[src/rtl/load_store_unit_if.sv]
// Pipeline-side request/response channel of the load/store unit.
// The master drives requests, the slave (load_store_unit) answers with one response per request.
interface load_store_unit_if;
  localparam int unsigned XLEN = 32;
  localparam int unsigned RD_W = 5;

  logic            req_valid_i;
  logic            req_ready_o;
  logic            req_we_i;
  logic [2:0]      req_funct3_i;
  logic [XLEN-1:0] req_addr_i;
  logic [XLEN-1:0] req_wdata_i;
  logic [RD_W-1:0] req_rd_i;
  logic            resp_valid_o;
  logic [XLEN-1:0] resp_rdata_o;
  logic [RD_W-1:0] resp_rd_o;
  logic            resp_err_o;

  modport master (
    output req_valid_i, req_we_i, req_funct3_i, req_addr_i, req_wdata_i, req_rd_i,
    input  req_ready_o, resp_valid_o, resp_rdata_o, resp_rd_o, resp_err_o
  );

  modport slave (
    input  req_valid_i, req_we_i, req_funct3_i, req_addr_i, req_wdata_i, req_rd_i,
    output req_ready_o, resp_valid_o, resp_rdata_o, resp_rd_o, resp_err_o
  );
endinterface

[src/rtl/load_store_unit.sv]
// MEM-stage load/store unit: alignment check, sub-word load extraction and
// read-modify-write sub-word stores against a word-write-only data memory.
module load_store_unit #(
  parameter int unsigned DM_ADDR_WIDTH = 32
) (
  input  logic                     sys_clk_i,
  input  logic                     rst_i,
  load_store_unit_if.slave         req_if,
  output logic                     dm_wr_en_o,
  output logic                     dm_rd_en_o,
  output logic [DM_ADDR_WIDTH-1:0] dm_addr_o,
  output logic [31:0]              dm_wdata_o,
  input  logic [31:0]              dm_rdata_i
);

  localparam int unsigned XLEN = 32;
  localparam int unsigned RD_W = 5;

  localparam logic [2:0] IDLE     = 3'd0;
  localparam logic [2:0] LD_REQ   = 3'd1;
  localparam logic [2:0] LD_DATA  = 3'd2;
  localparam logic [2:0] ST_RD    = 3'd3;
  localparam logic [2:0] ST_MERGE = 3'd4;
  localparam logic [2:0] ST_WR    = 3'd5;
  localparam logic [2:0] RESP     = 3'd6;

  localparam logic [2:0] F3_B  = 3'b000;
  localparam logic [2:0] F3_H  = 3'b001;
  localparam logic [2:0] F3_W  = 3'b010;
  localparam logic [2:0] F3_BU = 3'b100;
  localparam logic [2:0] F3_HU = 3'b101;

  logic [2:0]      state_q, state_d;
  logic            we_q, we_d;
  logic [2:0]      funct3_q, funct3_d;
  logic [XLEN-1:0] addr_q, addr_d;
  logic [XLEN-1:0] wdata_q, wdata_d;
  logic [RD_W-1:0] rd_q, rd_d;
  logic            ready_q, ready_d;
  logic            rd_en_q, rd_en_d;
  logic            wr_en_q, wr_en_d;
  logic            resp_valid_q, resp_valid_d;
  logic            resp_err_q, resp_err_d;
  logic [XLEN-1:0] resp_rdata_q, resp_rdata_d;
  logic [RD_W-1:0] resp_rd_q, resp_rd_d;

  logic            req_illegal;
  logic            req_misaligned;
  logic [7:0]      ld_byte;
  logic [15:0]     ld_half;
  logic [XLEN-1:0] ld_ext;
  logic [XLEN-1:0] st_merge;

  // Request decode: illegal funct3 and natural-alignment check
  always_comb begin
    if (req_if.req_we_i) begin
      req_illegal = (req_if.req_funct3_i > F3_W);
    end else begin
      req_illegal = (req_if.req_funct3_i == 3'b011) || (req_if.req_funct3_i == 3'b110) ||
                    (req_if.req_funct3_i == 3'b111);
    end
    case (req_if.req_funct3_i[1:0])
      2'b01:   req_misaligned = req_if.req_addr_i[0];
      2'b10:   req_misaligned = (req_if.req_addr_i[1:0] != 2'b00);
      default: req_misaligned = 1'b0;
    endcase
  end

  // Load lane extraction and store lane merge over the returned memory word
  always_comb begin
    ld_byte = dm_rdata_i[{addr_q[1:0], 3'b000} +: 8];
    ld_half = addr_q[1] ? dm_rdata_i[31:16] : dm_rdata_i[15:0];
    case (funct3_q)
      F3_B:    ld_ext = {{24{ld_byte[7]}}, ld_byte};
      F3_H:    ld_ext = {{16{ld_half[15]}}, ld_half};
      F3_W:    ld_ext = dm_rdata_i;
      F3_BU:   ld_ext = {24'd0, ld_byte};
      F3_HU:   ld_ext = {16'd0, ld_half};
      default: ld_ext = '0;
    endcase
    st_merge = dm_rdata_i;
    if (funct3_q == F3_H) begin
      st_merge[{addr_q[1], 4'b0000} +: 16] = wdata_q[15:0];
    end else begin
      st_merge[{addr_q[1:0], 3'b000} +: 8] = wdata_q[7:0];
    end
  end

  // Next-state and registered-output decode
  always_comb begin
    state_d      = state_q;
    we_d         = we_q;
    funct3_d     = funct3_q;
    addr_d       = addr_q;
    wdata_d      = wdata_q;
    rd_d         = rd_q;
    ready_d      = 1'b0;
    rd_en_d      = 1'b0;
    wr_en_d      = 1'b0;
    resp_valid_d = 1'b0;
    resp_err_d   = 1'b0;
    resp_rdata_d = '0;
    resp_rd_d    = '0;
    case (state_q)
      IDLE: begin
        ready_d = 1'b1;
        if (req_if.req_valid_i) begin
          ready_d  = 1'b0;
          we_d     = req_if.req_we_i;
          funct3_d = req_if.req_funct3_i;
          addr_d   = req_if.req_addr_i;
          wdata_d  = req_if.req_wdata_i;
          rd_d     = req_if.req_rd_i;
          if (req_illegal || req_misaligned) begin
            state_d      = RESP;
            resp_valid_d = 1'b1;
            resp_err_d   = 1'b1;
          end else if (!req_if.req_we_i) begin
            state_d = LD_REQ;
            rd_en_d = 1'b1;
          end else if (req_if.req_funct3_i == F3_W) begin
            state_d = ST_WR;
            wr_en_d = 1'b1;
          end else begin
            state_d = ST_RD;
            rd_en_d = 1'b1;
          end
        end
      end
      LD_REQ:  state_d = LD_DATA;
      LD_DATA: begin
        state_d      = RESP;
        resp_valid_d = 1'b1;
        resp_rdata_d = ld_ext;
        resp_rd_d    = rd_q;
      end
      ST_RD:   state_d = ST_MERGE;
      ST_MERGE: begin
        state_d = ST_WR;
        wdata_d = st_merge;
        wr_en_d = 1'b1;
      end
      ST_WR: begin
        state_d      = RESP;
        resp_valid_d = 1'b1;
      end
      RESP: begin
        state_d = IDLE;
        ready_d = 1'b1;
      end
      default: begin
        state_d = IDLE;
        ready_d = 1'b1;
      end
    endcase
  end

  always_ff @(posedge sys_clk_i) begin
    if (rst_i) begin
      state_q      <= IDLE;
      we_q         <= 1'b0;
      funct3_q     <= '0;
      addr_q       <= '0;
      wdata_q      <= '0;
      rd_q         <= '0;
      ready_q      <= 1'b1;
      rd_en_q      <= 1'b0;
      wr_en_q      <= 1'b0;
      resp_valid_q <= 1'b0;
      resp_err_q   <= 1'b0;
      resp_rdata_q <= '0;
      resp_rd_q    <= '0;
    end else begin
      state_q      <= state_d;
      we_q         <= we_d;
      funct3_q     <= funct3_d;
      addr_q       <= addr_d;
      wdata_q      <= wdata_d;
      rd_q         <= rd_d;
      ready_q      <= ready_d;
      rd_en_q      <= rd_en_d;
      wr_en_q      <= wr_en_d;
      resp_valid_q <= resp_valid_d;
      resp_err_q   <= resp_err_d;
      resp_rdata_q <= resp_rdata_d;
      resp_rd_q    <= resp_rd_d;
    end
  end

  assign req_if.req_ready_o  = ready_q;
  assign req_if.resp_valid_o = resp_valid_q;
  assign req_if.resp_err_o   = resp_err_q;
  assign req_if.resp_rdata_o = resp_rdata_q;
  assign req_if.resp_rd_o    = resp_rd_q;

  assign dm_rd_en_o = rd_en_q;
  assign dm_wr_en_o = wr_en_q;
  assign dm_addr_o  = DM_ADDR_WIDTH'(addr_q[31:2]);
  assign dm_wdata_o = wdata_q;

  // The unit only ever needs the latched opcode type through funct3/state
  logic unused_we;
  assign unused_we = we_q;

endmodule

[src/flat_wrapper.sv]
// flat-port wrapper written by rule: the top's interface ports become plain ports
module load_store_unit_flat 
#(
  parameter int unsigned DM_ADDR_WIDTH = 32
)
  (sys_clk_i, rst_i, dm_wr_en_o, dm_rd_en_o, dm_addr_o, dm_wdata_o, dm_rdata_i, req_if_req_valid_i, req_if_req_we_i, req_if_req_funct3_i, req_if_req_addr_i, req_if_req_wdata_i, req_if_req_rd_i, req_if_req_ready_o, req_if_resp_valid_o, req_if_resp_rdata_o, req_if_resp_rd_o, req_if_resp_err_o);
  load_store_unit_if req_if_i ();
  input  logic sys_clk_i;
  input  logic rst_i;
  output logic dm_wr_en_o;
  output logic dm_rd_en_o;
  output logic [DM_ADDR_WIDTH-1:0] dm_addr_o;
  output logic [31:0] dm_wdata_o;
  input  logic [31:0] dm_rdata_i;
  input wire logic [$bits(req_if_i.req_valid_i)-1:0] req_if_req_valid_i;
  input wire logic [$bits(req_if_i.req_we_i)-1:0] req_if_req_we_i;
  input wire logic [$bits(req_if_i.req_funct3_i)-1:0] req_if_req_funct3_i;
  input wire logic [$bits(req_if_i.req_addr_i)-1:0] req_if_req_addr_i;
  input wire logic [$bits(req_if_i.req_wdata_i)-1:0] req_if_req_wdata_i;
  input wire logic [$bits(req_if_i.req_rd_i)-1:0] req_if_req_rd_i;
  output wire logic [$bits(req_if_i.req_ready_o)-1:0] req_if_req_ready_o;
  output wire logic [$bits(req_if_i.resp_valid_o)-1:0] req_if_resp_valid_o;
  output wire logic [$bits(req_if_i.resp_rdata_o)-1:0] req_if_resp_rdata_o;
  output wire logic [$bits(req_if_i.resp_rd_o)-1:0] req_if_resp_rd_o;
  output wire logic [$bits(req_if_i.resp_err_o)-1:0] req_if_resp_err_o;
  assign req_if_i.req_valid_i = req_if_req_valid_i;
  assign req_if_i.req_we_i = req_if_req_we_i;
  assign req_if_i.req_funct3_i = req_if_req_funct3_i;
  assign req_if_i.req_addr_i = req_if_req_addr_i;
  assign req_if_i.req_wdata_i = req_if_req_wdata_i;
  assign req_if_i.req_rd_i = req_if_req_rd_i;
  assign req_if_req_ready_o = req_if_i.req_ready_o;
  assign req_if_resp_valid_o = req_if_i.resp_valid_o;
  assign req_if_resp_rdata_o = req_if_i.resp_rdata_o;
  assign req_if_resp_rd_o = req_if_i.resp_rd_o;
  assign req_if_resp_err_o = req_if_i.resp_err_o;
  load_store_unit #(.DM_ADDR_WIDTH(DM_ADDR_WIDTH)) u_core (.sys_clk_i(sys_clk_i), .rst_i(rst_i), .req_if(req_if_i), .dm_wr_en_o(dm_wr_en_o), .dm_rd_en_o(dm_rd_en_o), .dm_addr_o(dm_addr_o), .dm_wdata_o(dm_wdata_o), .dm_rdata_i(dm_rdata_i));
endmodule
[config.mk]
export PLATFORM = sky130hd
export DESIGN_NAME = load_store_unit_flat
export DESIGN_NICKNAME = d
export VERILOG_FILES = /design/src/rtl/load_store_unit_if.sv /design/src/rtl/load_store_unit.sv /design/src/flat_wrapper.sv
export SDC_FILE = /design/constraint.sdc
export NUM_CORES = 1
export LEC_CHECK = 0
export BUFFER_PORTS_ARGS = -buffer_cell sky130_fd_sc_hd__buf_4
export CORE_MARGIN = 4
export CORE_UTILIZATION = 45
export DETAILED_ROUTE_END_ITERATION = 6
export HOLD_SLACK_MARGIN = 0.1
export PLACE_DENSITY = 0.75
export SLEW_MARGIN = 20
export SYNTH_ARGS = -nofsm -noshare
export SYNTH_HDL_FRONTEND = slang
export SYNTH_SLANG_ARGS = --single-unit
[constraint.sdc]
create_clock -name sys_clk_i -period 7.16 [get_ports sys_clk_i]
set_input_delay 1.074 -clock sys_clk_i [delete_from_list [all_inputs] [get_ports sys_clk_i]]
set_output_delay 1.074 -clock sys_clk_i [all_outputs]
set_load 0.005 [all_outputs]
==> results.md, run 1 <==
### Routing
- **DRC Markers** 14
- **number of vias per cell** 5.76
- **DR WL/cell** 18.9 um
- **Starting DRT DRC Count** 553
- **routed vias** 5513
- **first drt pass iteration count** 7
- **drt total wl** 18100 um
- **number of nets with antenna violations after routing** 0

### Clocking
- **Skew-Pair Late Insertion Delay** 0.41 ns
- **maximum root-to-sink buffer count** 2
- **number of setup buffers added after CTS** 0
- **number of H-tree branching levels** 4
- **root buf cell** sky130_fd_sc_hd__clkbuf_16
- **# clock sinks** 117
- **number of buffers inserted for hold repair after clock tree synthesis** 0
- **CTS resizes** 0
- **CTS tree** yes
- **number of buffers inserted during clock tree synthesis** 17
- **CTS clk-pin slew, worst paths** 0.06 ns

### Timing
- **clock skew after layout** 0.00763 ns
- **Final TNS setup** 0 ns
- **slew margin rel.** 29.4%
- **post-route clock period utilization** 43.2%
- **worst slew pin tran** 1.06 ns
- **post-layout min period** 3.09 ns
- **number of hold-slack violations in the final timing report** 0
- **setup repair after global routing missed its margin** false
- **number of setup violations in the final report** 0
- **count of pins over their slew limit** 0
- **maximum clock rate** 323 MHz

### Setup path
- **Arrival @ worst endpoint** 3.40 ns
- **Critical Setup Path Class** register to register
- **Buf+Inv Stages, Crit Path** 0
- **peak fanout along the critical path** 32
- **crit path cell chain** or3b_4 > nor3_1 > a221oi_1 > a311oi_1
- **data required time of the worst path** 7.47 ns
- **CP max stage delay** 1.00 ns
- **Levels on crit path** 4
- **depth of the worst register-to-register path** 4
- **Largest delay share family, worst path** simple AND/OR/NAND/NOR gates
- **Critical Path Sink Type** register
- **crit path max-delay cell type** sky130_fd_sc_hd__dfxtp_1
- **startpoint kind of the worst setup timing path** register

### Power and ir drop
- **standby leakage power** 0.00316 uW
- **maximum vdd drop** 175 uV
- **pwr dens** 320 nW/um2

### Outcome
- **violations in the final reports** DRC
- **outcome** complete, but fails checks

### Synthesis
- **synthesized cell area** 5540 um2
- **sequential element share of the synthesized area** 42.3%
- **total of flip-flops plus latches after synthesis** 117
- **number of distinct standard cells referenced by the synthesized netlist** 54
- **average footprint of a synthesized cell** 8.60 um2
- **async set-reset flop share out of synthesis** 0%
- **synthesized instance count** 644
- **commonest register cell after synthesis** sky130_fd_sc_hd__dfxtp_1
- **post-synth top area cell** sky130_fd_sc_hd__dfxtp_1
- **leading cell type by number of instances after synthesis** sky130_fd_sc_hd__dfxtp_1
- **Yosys warnings** 0
- **number of enable-type register cells in the synthesized netlist** 0
- **dominant cells by area after synthesis** sky130_fd_sc_hd__dfxtp_1 (42%), sky130_fd_sc_hd__nand2_1 (7.7%), sky130_fd_sc_hd__a21oi_1 (7.4%), sky130_fd_sc_hd__buf_4 (4.3%), sky130_fd_sc_hd__mux4_2 (2.8%)
- **area share of the leading cell type in the synthesized netlist** 42.3%
- **most numerous cell types in the synthesized netlist** sky130_fd_sc_hd__dfxtp_1 (117), sky130_fd_sc_hd__nand2_1 (114), sky130_fd_sc_hd__a21oi_1 (82)

### Floorplanning
- **vertical die dimension** 119 um
- **DIE WIDTH** 119 um
- **Boundary Pins** 214
- **Initial Util** 46.1%
- **area enclosed by the die boundary** 14100 um2
- **count of standard-cell rows** 40
- **Core Footprint** 12000 um2

### GRT
- **Tot GR Track Use** 24.5%
- **vias in the first global route** 5219
- **maximum number of pins on one net before global-route repair** 78
- **global-route wire length before repair** 27800 um
- **total congestion overflow after global routing** 0
- **initial antenna violation count** 0

### Final layout
- **area added between synthesis and finish** 35.4%
- **number of nets in the layout** 913
- **Filler cells** 1028
- **antenna diode count** 0
- **final cell count without fillers** 957
- **proportion of layout cells with a drive suffix above 1** 34.6%

### Hold path
- **path category of the worst min-delay check** register to register
- **worst hold stages** 2

### Place
- **IO Port Bufs** 211
- **half-perimeter wire length after detailed placement** 13200 um
- **Placed Cells incl. Taps** 925
- **final estimated routing congestion in global placement** 0.925

### Job
- **Max Cap Viol** 0

layer usage:
layer  part of all wire (%)  vias to the layer above  track usage, %
met5                      0                        -               0
met4                    2.3                        0            6.88
met3                     10                       30            6.55
met2                     47                      310            39.0
met1                     41                     2590            32.9
li1                       -                     2583               -
report_power, final:
part,switching [uW],internal [uW],total [uW]
Sequential,105,759,864
Combinational,363,325,688
Clock,297,553,850
Total,765,1640,2400
final timing paths:
check                          from                    end  slack (ns)
setup / recovery  u_core.state_q[2]  u_core.dm_wdata_o[27]        4.07
hold / removal       u_core.rd_q[2]         u_core.rd_q[2]        0.45
setup reg to reg  u_core.state_q[2]  u_core.dm_wdata_o[27]        4.07
hold reg to reg      u_core.rd_q[2]         u_core.rd_q[2]        0.45
cell type report:
class / instances / area (um2) / area share (%)
Multi-Input combinational cell: 418 / 2650 / 35.4
Sequential cell: 117 / 2340 / 31.2
Timing Repair Buffer: 215 / 1610 / 21.5
Clock buffer: 19 / 443 / 5.91
Tap cell: 147 / 184 / 2.45
Clock inverter: 13 / 158 / 2.10
Inverter: 28 / 105 / 1.40
flip-flops by register name (all words and copies together) (netlist names), 3 cells and up:
| name | count |
|---|---|
| u_core.req_if.resp_rdata_o | 32 |
| u_core.req_if.resp_rd_o | 5 |
| u_core.addr_q | 32 |
| u_core.rd_q | 5 |
| u_core.state_q | 3 |
| u_core.funct3_q | 3 |
| u_core.dm_wdata_o | 32 |
worst min-delay path, cell delays in order (launching register included):
cell and delay, ns:
sky130_fd_sc_hd__dfxtp_1 0.30, sky130_fd_sc_hd__nand2_1 0.05, sky130_fd_sc_hd__a21oi_1 0.05
cells by family (layout without fill, tap and decap cells):
kind of cell | after synthesis | after routing | share of synthesized area [%]
multiplexers | 19 | 19 | 5.11
buffers and inverters | 110 | 275 | 10.2
AND/OR/NAND/NOR | 198 | 198 | 16.0
adder cells (fa/ha/maj) | 8 | 8 | 1.81
AO/OA/AOI/OAI | 191 | 191 | 24.6
flip-flops | 117 | 117 | 42.3
other | 1 | 2 | 0.0677
placed cells by master (no fill, tap or decap), drive strengths merged, types with 8 or more instances in the layout:
| master | n |
|---|---|
| dfxtp | 117 |
| a221oi | 16 |
| nor2 | 39 |
| a222oi | 15 |
| a211oi | 14 |
| mux2i | 8 |
| ha | 8 |
| buf | 215 |
| nor3 | 13 |
| a21oi | 82 |
| inv | 28 |
| nand2 | 114 |
| o22ai | 13 |
| clkbuf | 19 |
| a311oi | 11 |
| a22oi | 13 |
stage by stage:
step,utilization [%],cell area [um2],hold WS (ns),total power (uW),setup slack (ns)
2_1_floorplan,-,5540,0.430,1280,4.56
3_3_place_gp,57.3,6880,0.439,1530,4.07
3_5_place_dp,57.3,6880,0.446,1550,3.92
4_1_cts,62.3,7480,0.453,2400,4.17
5_1_grt,62.4,7500,0.475,2530,3.86
6_report,62.4,7500,0.450,2400,4.07
Note: power is estimated with default switching activity, not from simulation.
==> run 2, diff against run 1 <==
- CORE_UTILIZATION: 45 -> 44
- PLACE_DENSITY: 0.75 -> 0.76
- clock period: 7.16 -> 2.7 ns (I/O delays scaled with it)
==> results.md, run 2 (synthesized netlist as in run 1, its figures left out) <==
### Outcome
- **outcome** complete, no violations

### Setup path
- **Critical Path Sink Type** register
- **Critical Setup Path Class** register to register
- **worst reg2reg endpoint** u_core.dm_wdata_o[26]
- **worst reg2reg setup slack** 0.20 ns
- **data required time of the worst path** 3.00 ns
- **end point of the critical path** u_core.dm_wdata_o[26]
- **CP max stage delay** 0.53 ns
- **crit path cell chain** inv_1 > ha_1 > or4bb_1 > nor3_2 > nand2_1 > a311oi_1
- **crit path max-delay cell type** sky130_fd_sc_hd__or4bb_1
- **Buf+Inv Stages, Crit Path** 1
- **start point of the critical path** u_core.addr_q[0]
- **Largest delay share family, worst path** simple AND/OR/NAND/NOR gates
- **startpoint kind of the worst setup timing path** register
- **Arrival @ worst endpoint** 2.80 ns
- **launching point of the worst reg2reg path** u_core.addr_q[0]
- **peak fanout along the critical path** 8
- **depth of the worst register-to-register path** 6
- **Levels on crit path** 6

### Clocking
- **Skew-Pair Late Insertion Delay** 0.41 ns
- **root buf cell** sky130_fd_sc_hd__clkbuf_16
- **number of buffers inserted during clock tree synthesis** 17
- **# clock sinks** 117
- **number of H-tree branching levels** 4
- **number of setup buffers added after CTS** 0
- **CTS tree** yes
- **CTS clk-pin slew, worst paths** 0.06 ns
- **maximum root-to-sink buffer count** 2
- **number of buffers inserted for hold repair after clock tree synthesis** 0
- **CTS resizes** 0

### Timing
- **clock skew after layout** 0.00605 ns
- **setup repair after global routing missed its margin** false
- **post-route clock period utilization** 92.7%
- **number of setup violations in the final report** 0
- **post-layout min period** 2.50 ns
- **slew margin rel.** 30.0%
- **tightest hold margin** 0.241 ns
- **Final TNS setup** 0 ns
- **number of hold-slack violations in the final timing report** 0
- **maximum clock rate** 400 MHz
- **worst slew pin tran** 1.05 ns
- **count of pins over their slew limit** 0

### Place
- **Placed Cells incl. Taps** 953
- **IO Port Bufs** 211
- **final estimated routing congestion in global placement** 0.930
- **half-perimeter wire length after detailed placement** 13900 um
- **Post-DP Area** 6960 um2

### Final layout
- **area of combinational cells with multiple inputs** 2640 um2
- **antenna diode count** 0
- **most frequent standard cell in the layout excluding fill and tap cells** sky130_fd_sc_hd__buf_4
- **Filler cells** 1049
- **most frequent cells in the layout** sky130_fd_sc_hd__buf_4 (222), sky130_fd_sc_hd__dfxtp_1 (117), sky130_fd_sc_hd__nand2_1 (114)
- **Final Instance Area** 7620 um2
- **final cell count without fillers** 985
- **Sequential cell area** 2340 um2
- **number of nets in the layout** 920
- **proportion of layout cells with a drive suffix above 1** 35.3%
- **area added between synthesis and finish** 37.5%

### Power and ir drop
- **sequential share of power** 33.9%
- **net switching power** 2090 uW
- **combinational share of power** 28.7%
- **standby leakage power** 0.00323 uW
- **Internal Dissipation** 4530 uW
- **maximum vdd drop** 456 uV
- **clock share of power** 37.4%
- **switching share of total power** 31.6%
- **pwr dens** 869 nW/um2
- **post-route total power** 6620 uW

### Floorplanning
- **Initial Util** 45.5%
- **Core Footprint** 12200 um2
- **Boundary Pins** 214
- **area enclosed by the die boundary** 14400 um2
- **vertical die dimension** 120 um
- **count of standard-cell rows** 40
- **DIE WIDTH** 120 um

### Routing
- **Starting DRT DRC Count** 471
- **DRC Markers** 0
- **number of vias per cell** 5.68
- **drt total wl** 18900 um
- **routed vias** 5595
- **first drt pass iteration count** 6
- **DR WL/cell** 19.2 um
- **number of nets with antenna violations after routing** 0

### GRT
- **total congestion overflow after global routing** 0
- **global-route wire length before repair** 29200 um
- **Tot GR Track Use** 25.7%
- **vias in the first global route** 5491
- **maximum number of pins on one net before global-route repair** 44
- **initial antenna violation count** 0

### Job
- **Max Cap Viol** 0

### Hold path
- **path category of the worst min-delay check** input port to register
- **worst hold path startpoint** req_if_req_addr_i[6]

[run 2: cell count changes in the layout (fill, tap and decap cells not counted)]
cell / previous run / this run
sky130_fd_sc_hd__clkbuf_1: 1 / 0
sky130_fd_sc_hd__bufinv_16: 3 / 5
sky130_fd_sc_hd__clkbuf_8: 1 / 0
sky130_fd_sc_hd__o311ai_4: 1 / 0
sky130_fd_sc_hd__clkinv_2: 4 / 2
sky130_fd_sc_hd__clkinvlp_4: 4 / 1
sky130_fd_sc_hd__inv_6: 0 / 2
sky130_fd_sc_hd__nor3b_2: 0 / 1
sky130_fd_sc_hd__clkinv_4: 2 / 5
sky130_fd_sc_hd__o311ai_2: 0 / 1
sky130_fd_sc_hd__buf_4: 215 / 222
sky130_fd_sc_hd__nor3b_4: 1 / 0
[run 2: tightest hold or removal path, delay by kind of cell]
family,cells,cell delay (ns)
compound gates,1,0.05
simple gates,1,0.04
buf+inv,1,0.11
[run 2: cell type report]
type / count / area share, %
repair buffers: 222 / 21.9
well taps: 168 / 2.76
inverters: 28 / 1.38
multi-input cells: 418 / 34.6
clock buffers: 17 / 5.59
flip-flops and latches: 117 / 30.8
clock inverters: 15 / 3.01
[run 2: routing by layer]
metal,up-vias,GRT usage [%],share of wire (%)
met1,2602,32.5,39
met5,-,0,0
met4,0,11.1,3.6
li1,2605,-,-
met2,326,41.1,47
met3,62,7.06,9.8
[run 2: through the flow]
step | worst slack (ns) | utilization, %
detailed placement | 0.291 | 57.2
finish | 0.198 | 62.6
CTS | 0.212 | 62.6
global placement | 0.427 | 57.2
global route | 0.0211 | 62.6
floorplan | 0.0979 | -
[run 2: worst min-delay path by stage]
stage | to | depth (start not counted)
6_report | u_core.addr_q[6] | 3
2_1_floorplan | u_core.req_if.resp_rd_o[0] | 1
3_3_place_gp | u_core.req_if.resp_rd_o[2] | 1
5_1_grt | u_core.addr_q[6] | 3
3_5_place_dp | u_core.req_if.resp_rd_o[1] | 1
4_1_cts | u_core.addr_q[13] | 3
[run 2: power by group through the flow]
stage          clock, uW  combinational, uW  sequential, uW
2_1_floorplan          0               1190            2200
3_3_place_gp           0               1850            2260
3_5_place_dp           0               1880            2270
4_1_cts             2520               1900            2240
5_1_grt             2610               2080            2270
6_report            2470               1900            2240
==> run 3, diff against run 2 <==
- ABC_AREA: not set -> 1
- CORE_UTILIZATION: 44 -> 45
==> results.md, run 3 <==
### Clocking
- **maximum root-to-sink buffer count** 2
- **number of H-tree branching levels** 4
- **CTS resizes** 0
- **Skew-Pair Late Insertion Delay** 0.42 ns
- **CTS clk-pin slew, worst paths** 0.06 ns
- **CTS tree** yes
- **# clock sinks** 117
- **number of setup buffers added after CTS** 0
- **root buf cell** sky130_fd_sc_hd__clkbuf_16
- **number of buffers inserted during clock tree synthesis** 17
- **number of buffers inserted for hold repair after clock tree synthesis** 0

### Setup path
- **Critical Setup Path Class** register to register
- **CP max stage delay** 0.67 ns
- **Buf+Inv Stages, Crit Path** 1
- **Critical Path Sink Type** register
- **peak fanout along the critical path** 27
- **worst reg2reg setup slack** 0.50 ns
- **startpoint kind of the worst setup timing path** register
- **Largest delay share family, worst path** compound AO/OA/AOI/OAI gates
- **data required time of the worst path** 3.01 ns
- **Arrival @ worst endpoint** 2.51 ns
- **crit path cell chain** o21ai_2 > inv_2 > nand2_1 > nand2_1 > nand2_1 > nor2_1
- **CP dominant cell by count** sky130_fd_sc_hd__nand2_1
- **crit path max-delay cell type** sky130_fd_sc_hd__o21ai_2

### GRT
- **total congestion overflow after global routing** 0
- **initial antenna violation count** 0
- **vias in the first global route** 6292
- **maximum number of pins on one net before global-route repair** 62
- **met2 track demand over resource in global routing** 40.1%
- **Tot GR Track Use** 25.0%
- **global-route wire length before repair** 31600 um
- **global routing met3 resource utilization** 9.61%
- **global routing's busiest layer** met2
- **met1 track utilization from global routing** 29.7%

### Final layout
- **area added between synthesis and finish** 34.4%
- **proportion of layout cells with a drive suffix above 1** 24.6%
- **most frequent cells in the layout** sky130_fd_sc_hd__buf_4 (220), sky130_fd_sc_hd__nand2_1 (185), sky130_fd_sc_hd__nor2_1 (183)
- **Final Instance Area** 8260 um2
- **Filler cells** 1257
- **most frequent standard cell in the layout excluding fill and tap cells** sky130_fd_sc_hd__buf_4
- **antenna diode count** 0
- **number of nets in the layout** 1220
- **final cell count without fillers** 1293
- **fraction of the core area covered by cells at the end of the flow** 62.1%

### Power and ir drop
- **pwr dens** 1080 nW/um2
- **sequential share of power** 29.7%
- **switching share of total power** 39.2%
- **combinational share of power** 41.1%
- **post-route total power** 8950 uW
- **clock share of power** 29.2%
- **standby leakage power** 0.00398 uW
- **Internal Dissipation** 5440 uW
- **net switching power** 3510 uW
- **maximum vdd drop** 587 uV

### Floorplanning
- **count of standard-cell rows** 42
- **DIE WIDTH** 125 um
- **vertical die dimension** 125 um
- **Initial Util** 46.2%
- **area enclosed by the die boundary** 15600 um2
- **Boundary Pins** 214
- **Core Footprint** 13300 um2

### Routing
- **first drt pass iteration count** 5
- **drt total wl** 20200 um
- **Starting DRT DRC Count** 673
- **number of vias per cell** 5.16
- **routed vias** 6678
- **DR WL/cell** 15.6 um
- **DRC Markers** 0
- **number of nets with antenna violations after routing** 0

### Synthesis
- **async set-reset flop share out of synthesis** 0%
- **sequential element share of the synthesized area** 38.1%
- **leading cell type by number of instances after synthesis** sky130_fd_sc_hd__nand2_1
- **area share of the leading cell type in the synthesized netlist** 38.1%
- **post-synth top area cell** sky130_fd_sc_hd__dfxtp_1
- **most numerous cell types in the synthesized netlist** sky130_fd_sc_hd__nand2_1 (185), sky130_fd_sc_hd__nor2_1 (183), sky130_fd_sc_hd__dfxtp_1 (117)
- **number of distinct standard cells referenced by the synthesized netlist** 31
- **Yosys warnings** 0
- **total of flip-flops plus latches after synthesis** 117
- **dominant cells by area after synthesis** sky130_fd_sc_hd__dfxtp_1 (38%), sky130_fd_sc_hd__nand2_1 (11%), sky130_fd_sc_hd__nor2_1 (11%), sky130_fd_sc_hd__a21oi_1 (8.1%), sky130_fd_sc_hd__o21ai_0 (7.0%)
- **number of enable-type register cells in the synthesized netlist** 0
- **synthesized cell area** 6150 um2
- **synthesized instance count** 946
- **commonest register cell after synthesis** sky130_fd_sc_hd__dfxtp_1
- **average footprint of a synthesized cell** 6.50 um2

### Timing
- **post-route clock period utilization** 81.6%
- **slew margin rel.** 48.4%
- **Final TNS setup** 0 ns
- **clock skew after layout** 0.00690 ns
- **number of setup violations in the final report** 0
- **maximum clock rate** 454 MHz
- **worst slew pin tran** 0.774 ns
- **post-layout min period** 2.20 ns
- **setup repair after global routing missed its margin** false
- **number of hold-slack violations in the final timing report** 0
- **count of pins over their slew limit** 0

### Place
- **half-perimeter wire length after detailed placement** 14800 um
- **IO Port Bufs** 211
- **Post-DP Area** 7570 um2
- **Placed Cells incl. Taps** 1261
- **final estimated routing congestion in global placement** 0.946

### Hold path
- **path category of the worst min-delay check** input port to register

### Job
- **Max Cap Viol** 0

### Outcome
- **outcome** complete, no violations

==> run 3: changes by cell type after synthesis, moves of 9 or more <==
cell                       previous run  this run
sky130_fd_sc_hd__nor2_1              39       183
sky130_fd_sc_hd__o21ai_0              6        86
sky130_fd_sc_hd__nand2_1            114       185
sky130_fd_sc_hd__inv_1               28        78
sky130_fd_sc_hd__nand3_1              3        51
sky130_fd_sc_hd__a21oi_1             82        99
sky130_fd_sc_hd__a221oi_1            16         0
sky130_fd_sc_hd__a222oi_1            15         0
sky130_fd_sc_hd__a22oi_1             13         0
sky130_fd_sc_hd__a311oi_1            11         0
sky130_fd_sc_hd__a211oi_2            10         0
sky130_fd_sc_hd__buf_2                7        16
==> run 3: worst register-to-register path, cell delays in order, from the launching register on <==
cell and delay, ns:
sky130_fd_sc_hd__dfxtp_1 0.42, sky130_fd_sc_hd__o21ai_2 0.67, sky130_fd_sc_hd__inv_2 0.41, sky130_fd_sc_hd__nand2_1 0.38, sky130_fd_sc_hd__nand2_1 0.11, sky130_fd_sc_hd__nand2_1 0.07, sky130_fd_sc_hd__nor2_1 0.05
==> run 3: through the flow <==
| stage | hold slack (ns) | setup WS [ns] |
|---|---|---|
| after detailed placement | 0.429 | 0.542 |
| final | 0.195 | 0.496 |
| after global routing | 0.203 | 0.361 |
| after CTS | 0.183 | 0.575 |
| after floorplan | 0.416 | 0.692 |
| after global placement | 0.425 | 0.607 |
==> run 3: worst paths after layout <==
check / end / start / cells after the start
setup reg to reg: u_core.dm_wdata_o[9] / u_core.state_q[2] / 6
setup / recovery: u_core.dm_wdata_o[9] / u_core.state_q[2] / 6
hold reg to reg: u_core.req_if.resp_rd_o[2] / u_core.rd_q[2] / 2
hold / removal: u_core.dm_wr_en_o / rst_i / 2
==> run 3: final cells by class <==
| cell class | count | area [um2] | share of cell area (%) |
|---|---|---|---|
| Tap cell | 176 | 220 | 2.67 |
| Sequential cell | 117 | 2340 | 28.4 |
| Clock inverter | 14 | 246 | 2.98 |
| Inverter | 84 | 315 | 3.82 |
| Timing Repair Buffer | 221 | 1670 | 20.2 |
| Multi-Input combinational cell | 663 | 3030 | 36.6 |
| Clock buffer | 18 | 439 | 5.32 |
==> run 3: kinds of logic (layout without fill, tap and decap cells) <==
logic type | Yosys count | count (layout) | share of synthesized area (%)
compound gates | 207 | 207 | 17.4
fa+ha+maj | 8 | 8 | 1.63
buf+inv | 167 | 337 | 12.9
flops | 117 | 117 | 38.1
other cells | 1 | 2 | 0.0610
simple gates | 446 | 446 | 29.9
==> run 3: power by group through the flow <==
stage,Combinational (uW),Clock [uW],Sequential [uW]
2_1_floorplan,2500,0,2570
3_3_place_gp,3570,0,2670
3_5_place_dp,3630,0,2670
4_1_cts,3660,2640,2650
5_1_grt,4110,2710,2710
6_report,3680,2620,2660
==> run 3: metal layers <==
layer  wire (um)  part of all wire (%)
met1        7860                    39
met2        9480                    47
met3        2160                    11
met4         678                   3.4
met5           0                     0
